`src/rtl/ram_loader_pkg.sv`:
```
// rtl/ram_loader_pkg.sv - shared state encoding and start-priority constant for ram_loader
`ifndef RAM_LOADER_DEFS_SV
`define RAM_LOADER_DEFS_SV

package ram_loader_pkg;

  typedef enum logic [2:0] {
    st_idle    = 3'd0,
    st_load    = 3'd1,
    st_lflush  = 3'd2,
    st_rd_wait = 3'd3,
    st_rd_cap  = 3'd4,
    st_rd_out  = 3'd5,
    st_done    = 3'd6
  } state_e;

  // When start_load and start_dump arrive together, this picks the load.
  localparam logic start_load_first = 1'b1;

endpackage

`endif

```
`src/rtl/ram_loader.sv`:
```
// rtl/ram_loader.sv - fills a RAM region from a byte stream and dumps a region back out as a stream
module ram_loader
  import ram_loader_pkg::*;
#(
  parameter int addr_width = 8,
  parameter int data_width = 8
) (
  input  logic                  clk,
  input  logic                  rst,
  input  logic                  start_load,
  input  logic                  start_dump,
  input  logic [addr_width-1:0] base,
  input  logic [addr_width:0]   len,
  input  logic                  s_valid,
  input  logic [data_width-1:0] s_data,
  output logic                  s_ready,
  output logic                  m_valid,
  output logic [data_width-1:0] m_data,
  input  logic                  m_ready,
  output logic                  busy,
  output logic                  done,
  output logic [addr_width-1:0] ram_addr,
  output logic [data_width-1:0] ram_din,
  output logic                  ram_we,
  input  logic [data_width-1:0] ram_dout
);

  localparam logic [addr_width-1:0] ptr_one = addr_width'(1);
  localparam logic [addr_width:0]   cnt_one = (addr_width + 1)'(1);

  state_e                  state_q, state_d;
  logic [addr_width-1:0]   ptr_q, ptr_d;
  logic [addr_width:0]     count_q, count_d;
  logic [addr_width-1:0]   ram_addr_q, ram_addr_d;
  logic [data_width-1:0]   ram_din_q, ram_din_d;
  logic                    ram_we_q, ram_we_d;
  logic                    m_valid_q, m_valid_d;
  logic [data_width-1:0]   m_data_q, m_data_d;

  logic acc_load, acc_dump, len_zero, last_word, out_fire;

  assign acc_load  = (state_q == st_idle) && start_load && (start_load_first || !start_dump);
  assign acc_dump  = (state_q == st_idle) && start_dump && !acc_load;
  assign len_zero  = (len == '0);
  assign last_word = (count_q == cnt_one);
  assign out_fire  = m_valid_q && m_ready;

  always_ff @(posedge clk) begin
    if (rst) begin
      state_q    <= st_idle;
      ptr_q      <= '0;
      count_q    <= '0;
      ram_addr_q <= '0;
      ram_din_q  <= '0;
      ram_we_q   <= 1'b0;
      m_valid_q  <= 1'b0;
      m_data_q   <= '0;
    end else begin
      state_q    <= state_d;
      ptr_q      <= ptr_d;
      count_q    <= count_d;
      ram_addr_q <= ram_addr_d;
      ram_din_q  <= ram_din_d;
      ram_we_q   <= ram_we_d;
      m_valid_q  <= m_valid_d;
      m_data_q   <= m_data_d;
    end
  end

  always_comb begin
    state_d = state_q;
    case (state_q)
      st_idle: begin
        if (acc_load || acc_dump) begin
          if (len_zero)      state_d = st_done;
          else if (acc_load) state_d = st_load;
          else               state_d = st_rd_wait;
        end
      end
      st_load:    if (s_valid && last_word) state_d = st_lflush;
      st_lflush:  state_d = st_done;
      st_rd_wait: state_d = st_rd_cap;
      st_rd_cap:  state_d = st_rd_out;
      st_rd_out:  if (out_fire) state_d = last_word ? st_done : st_rd_wait;
      st_done:    state_d = st_idle;
      default:    state_d = st_idle;
    endcase
  end

  always_comb begin
    ptr_d      = ptr_q;
    count_d    = count_q;
    ram_addr_d = ram_addr_q;
    ram_din_d  = ram_din_q;
    ram_we_d   = 1'b0;
    m_valid_d  = m_valid_q;
    m_data_d   = m_data_q;
    case (state_q)
      st_idle: begin
        if (acc_load || acc_dump) begin
          ptr_d   = base;
          count_d = len;
          if (acc_dump && !len_zero) ram_addr_d = base;
        end
      end
      st_load: begin
        if (s_valid) begin
          ram_addr_d = ptr_q;
          ram_din_d  = s_data;
          ram_we_d   = 1'b1;
          ptr_d      = ptr_q + ptr_one;
          count_d    = count_q - cnt_one;
        end
      end
      st_rd_cap: begin
        // RAM dout now reflects the address sampled on the RD_WAIT edge.
        m_data_d  = ram_dout;
        m_valid_d = 1'b1;
      end
      st_rd_out: begin
        if (out_fire) begin
          m_valid_d = 1'b0;
          ptr_d     = ptr_q + ptr_one;
          count_d   = count_q - cnt_one;
          if (!last_word) ram_addr_d = ptr_q + ptr_one;
        end
      end
      default: ;
    endcase
  end

  always_comb begin
    s_ready  = (state_q == st_load);
    busy     = (state_q != st_idle);
    done     = (state_q == st_done);
    ram_addr = ram_addr_q;
    ram_din  = ram_din_q;
    ram_we   = ram_we_q;
    m_valid  = m_valid_q;
    m_data   = m_data_q;
  end

endmodule

```
`config.mk`:
```
export PLATFORM = sky130hd
export DESIGN_NAME = ram_loader
export DESIGN_NICKNAME = d
export VERILOG_FILES = /design/src/rtl/ram_loader_pkg.sv /design/src/rtl/ram_loader.sv
export SDC_FILE = /design/constraint.sdc
export NUM_CORES = 1
export LEC_CHECK = 0
export BUFFER_PORTS_ARGS = -buffer_cell sky130_fd_sc_hd__buf_4
export CAP_MARGIN = 20
export CORE_ASPECT_RATIO = 1.2
export CORE_MARGIN = 4
export CORE_UTILIZATION = 35
export CTS_CLUSTER_SIZE = 12
export DETAILED_ROUTE_END_ITERATION = 6
export GPL_TIMING_DRIVEN = 0
export SYNTH_ARGS = -nofsm -noshare
export SYNTH_HDL_FRONTEND = slang
export SYNTH_SLANG_ARGS = --single-unit
```
`constraint.sdc`:
```
create_clock -name clk -period 2.9 [get_ports clk]
set_input_delay 0 -clock clk [delete_from_list [all_inputs] [get_ports clk]]
set_output_delay 0 -clock clk [all_outputs]
set_load 0.03 [all_outputs]
```
==> metrics.csv <==
metric,value,unit
status,finished clean,
crit_type,register to register,
syn-num-nets,366,
htreeDepth,2,
cap_violations,0,
ctsLongestPathBuffers,2,
netlist_area,2570,um^2
drtAntennaViolNets,0,
nets,457,
cts_setup_buffers,0,
grt_pass1_wl,11.3,mm
grt_pass1_vias,2346,
postSynth.asyncResetShare,0,%
synth_common_cells,"49 x nand2_1, 46 x dfxtp_1, 39 x nor2_1",
yosys.area.top_type,dfxtp_1,
cts.sinks,46,
chipWidth,86.3,um
initial_core_util,35.8,%
synth_top_cell_area_share,35.8,%
p_per_area,984,nW/um^2
die_area,8800,um^2
io_pins,68,
r2r_slack,940,ps
fin_ws,941,ps
tns,0,ps
avgSynthCellArea,7.95,um^2
routed_wl,7.18,mm
synth_seq_cells,46,
multi_input_area,1500,um^2
ir_drop,0.465,mV
syn2layout_area_growth,34.7,%
hold_end,ram_addr[4]$_SDFFE_PP0P_,
cp_max_fo,10,
finalInstanceArea,3470,um^2
preCtsSetupSlack,929,ps
drtIter0Drc,111,
track_usage,15.9,%
ys_warn_count,0,
ys.flop_type,dfxtp_1,
post_drt_via_cell_ratio,5.02,
hp-start,rst,
end_kind,register,
synth_enable_flop_cells,0,
drive_gt1_share,25.0,%
min_period,1960,ps
tightest_slew,572,ps
nFillCells,705,
setup_violations,0,
antenna_found_initial,0,
required,3110,ps
cts_tree,yes,
worstReg2RegStart,state_q[1]$_SDFFE_PP0P_,
post-route-period-util,67.5,%
synth.most_common_cell,nand2_1,
r2r_end,count_q[0]$_SDFFE_PP0P_,
io_buffers,66,
diodes,0,
gp_congestion,0.822,
die_y,102,um
placement_rows,34,
register_area,921,um^2
hold_viol,0,
dr.pass1.iters,5,
cts-root-buf,clkbuf_8,
max_freq,511,MHz
cp-start-kind,register,
crit_arrival,2170,ps
p_leak,1.42,nW
clkTransAtPathRegs,80,ps
hp-class,primary input to register,
avgRoutedWirePerCell,14.2,um
yosysSeqAreaShare,35.8,%
syn_inst,324,
cts_buffers,5,
vias,2542,
placed_cell_area,3180,um^2
reg2reg_depth,6,
synthDistinctLibCells,57,
postLayoutCoreUtil,48.3,%
drv_slew,0,
fin_worst_hold_slack,13.2,ps
gr-total-overflow,0,
holdPathStages,3,
rsz0062_at_grt,false,
drc,0,
skew,5.46,ps
grt_max_degree,14,
design.core.area,7190,um^2
slew_headroom,61.8,%
ys_top_cells_by_area,"dfxtp_1 36%, nand2_1 7.1%, a21oi_1 6.6%",
clock_latency,300,ps
place_hpwl,5.13,mm
==> metal layers <==
layer / up-vias / track usage [%] / wire, um
li1: 1311 / - / -
met1: 1167 / 20.7 / 3240
met2: 58 / 27.2 / 3560
met3: 6 / 2.18 / 289
met4: 0 / 4.80 / 85
met5: - / 0 / 0
==> registers in the layout, summed over array words and instances (netlist names) <==
register  count
state_q       3
ram_we        1
count_q       9
ram_addr      8
m_data        8
m_valid       1
ptr_q         8
ram_din       8
==> worst max path at each step <==
stage	startpoint	slack, ps	endpoint
after detailed placement	state_q[1]$_SDFFE_PP0P_	930	count_q[0]$_SDFFE_PP0P_
after global placement	state_q[1]$_SDFFE_PP0P_	940	count_q[0]$_SDFFE_PP0P_
after CTS	state_q[1]$_SDFFE_PP0P_	930	count_q[0]$_SDFFE_PP0P_
after global routing	state_q[1]$_SDFFE_PP0P_	820	count_q[0]$_SDFFE_PP0P_
final	state_q[1]$_SDFFE_PP0P_	940	count_q[0]$_SDFFE_PP0P_
after floorplan	state_q[0]$_SDFFE_PP0P_	1140	state_q[0]$_SDFFE_PP0P_
==> power by group <==
group	leakage, nW	switching, mW	internal (mW)
sequential	0.377	0.163	0.837
combinational	0.990	1.18	0.765
clock	0.0524	0.214	0.258
total	1.42	1.56	1.86
==> logic make-up (layout without fill, tap and decap cells) <==
family,Yosys count,count (layout),synth area share [%]
AO/OA/AOI/OAI,84,84,20.1
adder cells (fa/ha/maj),3,3,1.46
multiplexers,14,14,5.69
buffers and inverters,27,119,6.17
XOR/XNOR,7,7,2.38
flip-flops,46,46,35.8
AND/OR/NAND/NOR,143,143,28.5
==> critical path, cell delays in order (launching register included) <==
cell and delay, ps:
dfxtp_1 340, buf_6 150, nand2b_4 160, clkbuf_1 350, clkbuf_1 480, a21oi_1 140, a221oi_1 250
==> per-stage QoR <==
stage          total power, mW  std cells
2_1_floorplan             2.40        324
3_3_place_gp              2.92        480
3_5_place_dp              2.94        480
4_1_cts                   3.43        506
5_1_grt                   3.67        506
6_report                  3.42        506
==> cell usage in the layout (no fill, tap or decap), types with 4 or more instances in the layout <==
master / netlist / routed
o21ai_0: 12 / 12
dlygate4sd3_1: 0 / 18
clkbuf_8: 3 / 8
nor2_1: 39 / 39
nor3_1: 6 / 6
buf_2: 7 / 7
nand2_1: 49 / 49
nand2b_1: 9 / 9
clkbuf_1: 9 / 11
dfxtp_1: 46 / 46
a21oi_1: 34 / 34
xor2_1: 4 / 4
mux2i_1: 12 / 12
nand3_1: 7 / 7
inv_1: 4 / 4
buf_4: 1 / 67
o21ai_1: 18 / 18
and2_1: 7 / 7
==> cell type report <==
cell class | instances | area share (%)
Multi-Input combinational cell | 251 | 43.1
Sequential cell | 46 | 26.5
Timing Repair Buffer | 84 | 19.5
Buffer | 23 | 4.15
Tap cell | 90 | 3.25
Clock buffer | 7 | 2.20
Clock inverter | 1 | 0.865
Inverter | 4 | 0.433
==> what timing repair did <==
| action | CTS | global route |
|---|---|---|
| gates resized for setup | 0 | 0 |
| hold endpoints to repair | 18 | 0 |
| endpoints found under the setup margin | 0 | 0 |
| hold buffers | 18 | 0 |
No activity file was read; power rests on OpenSTA's default activity.
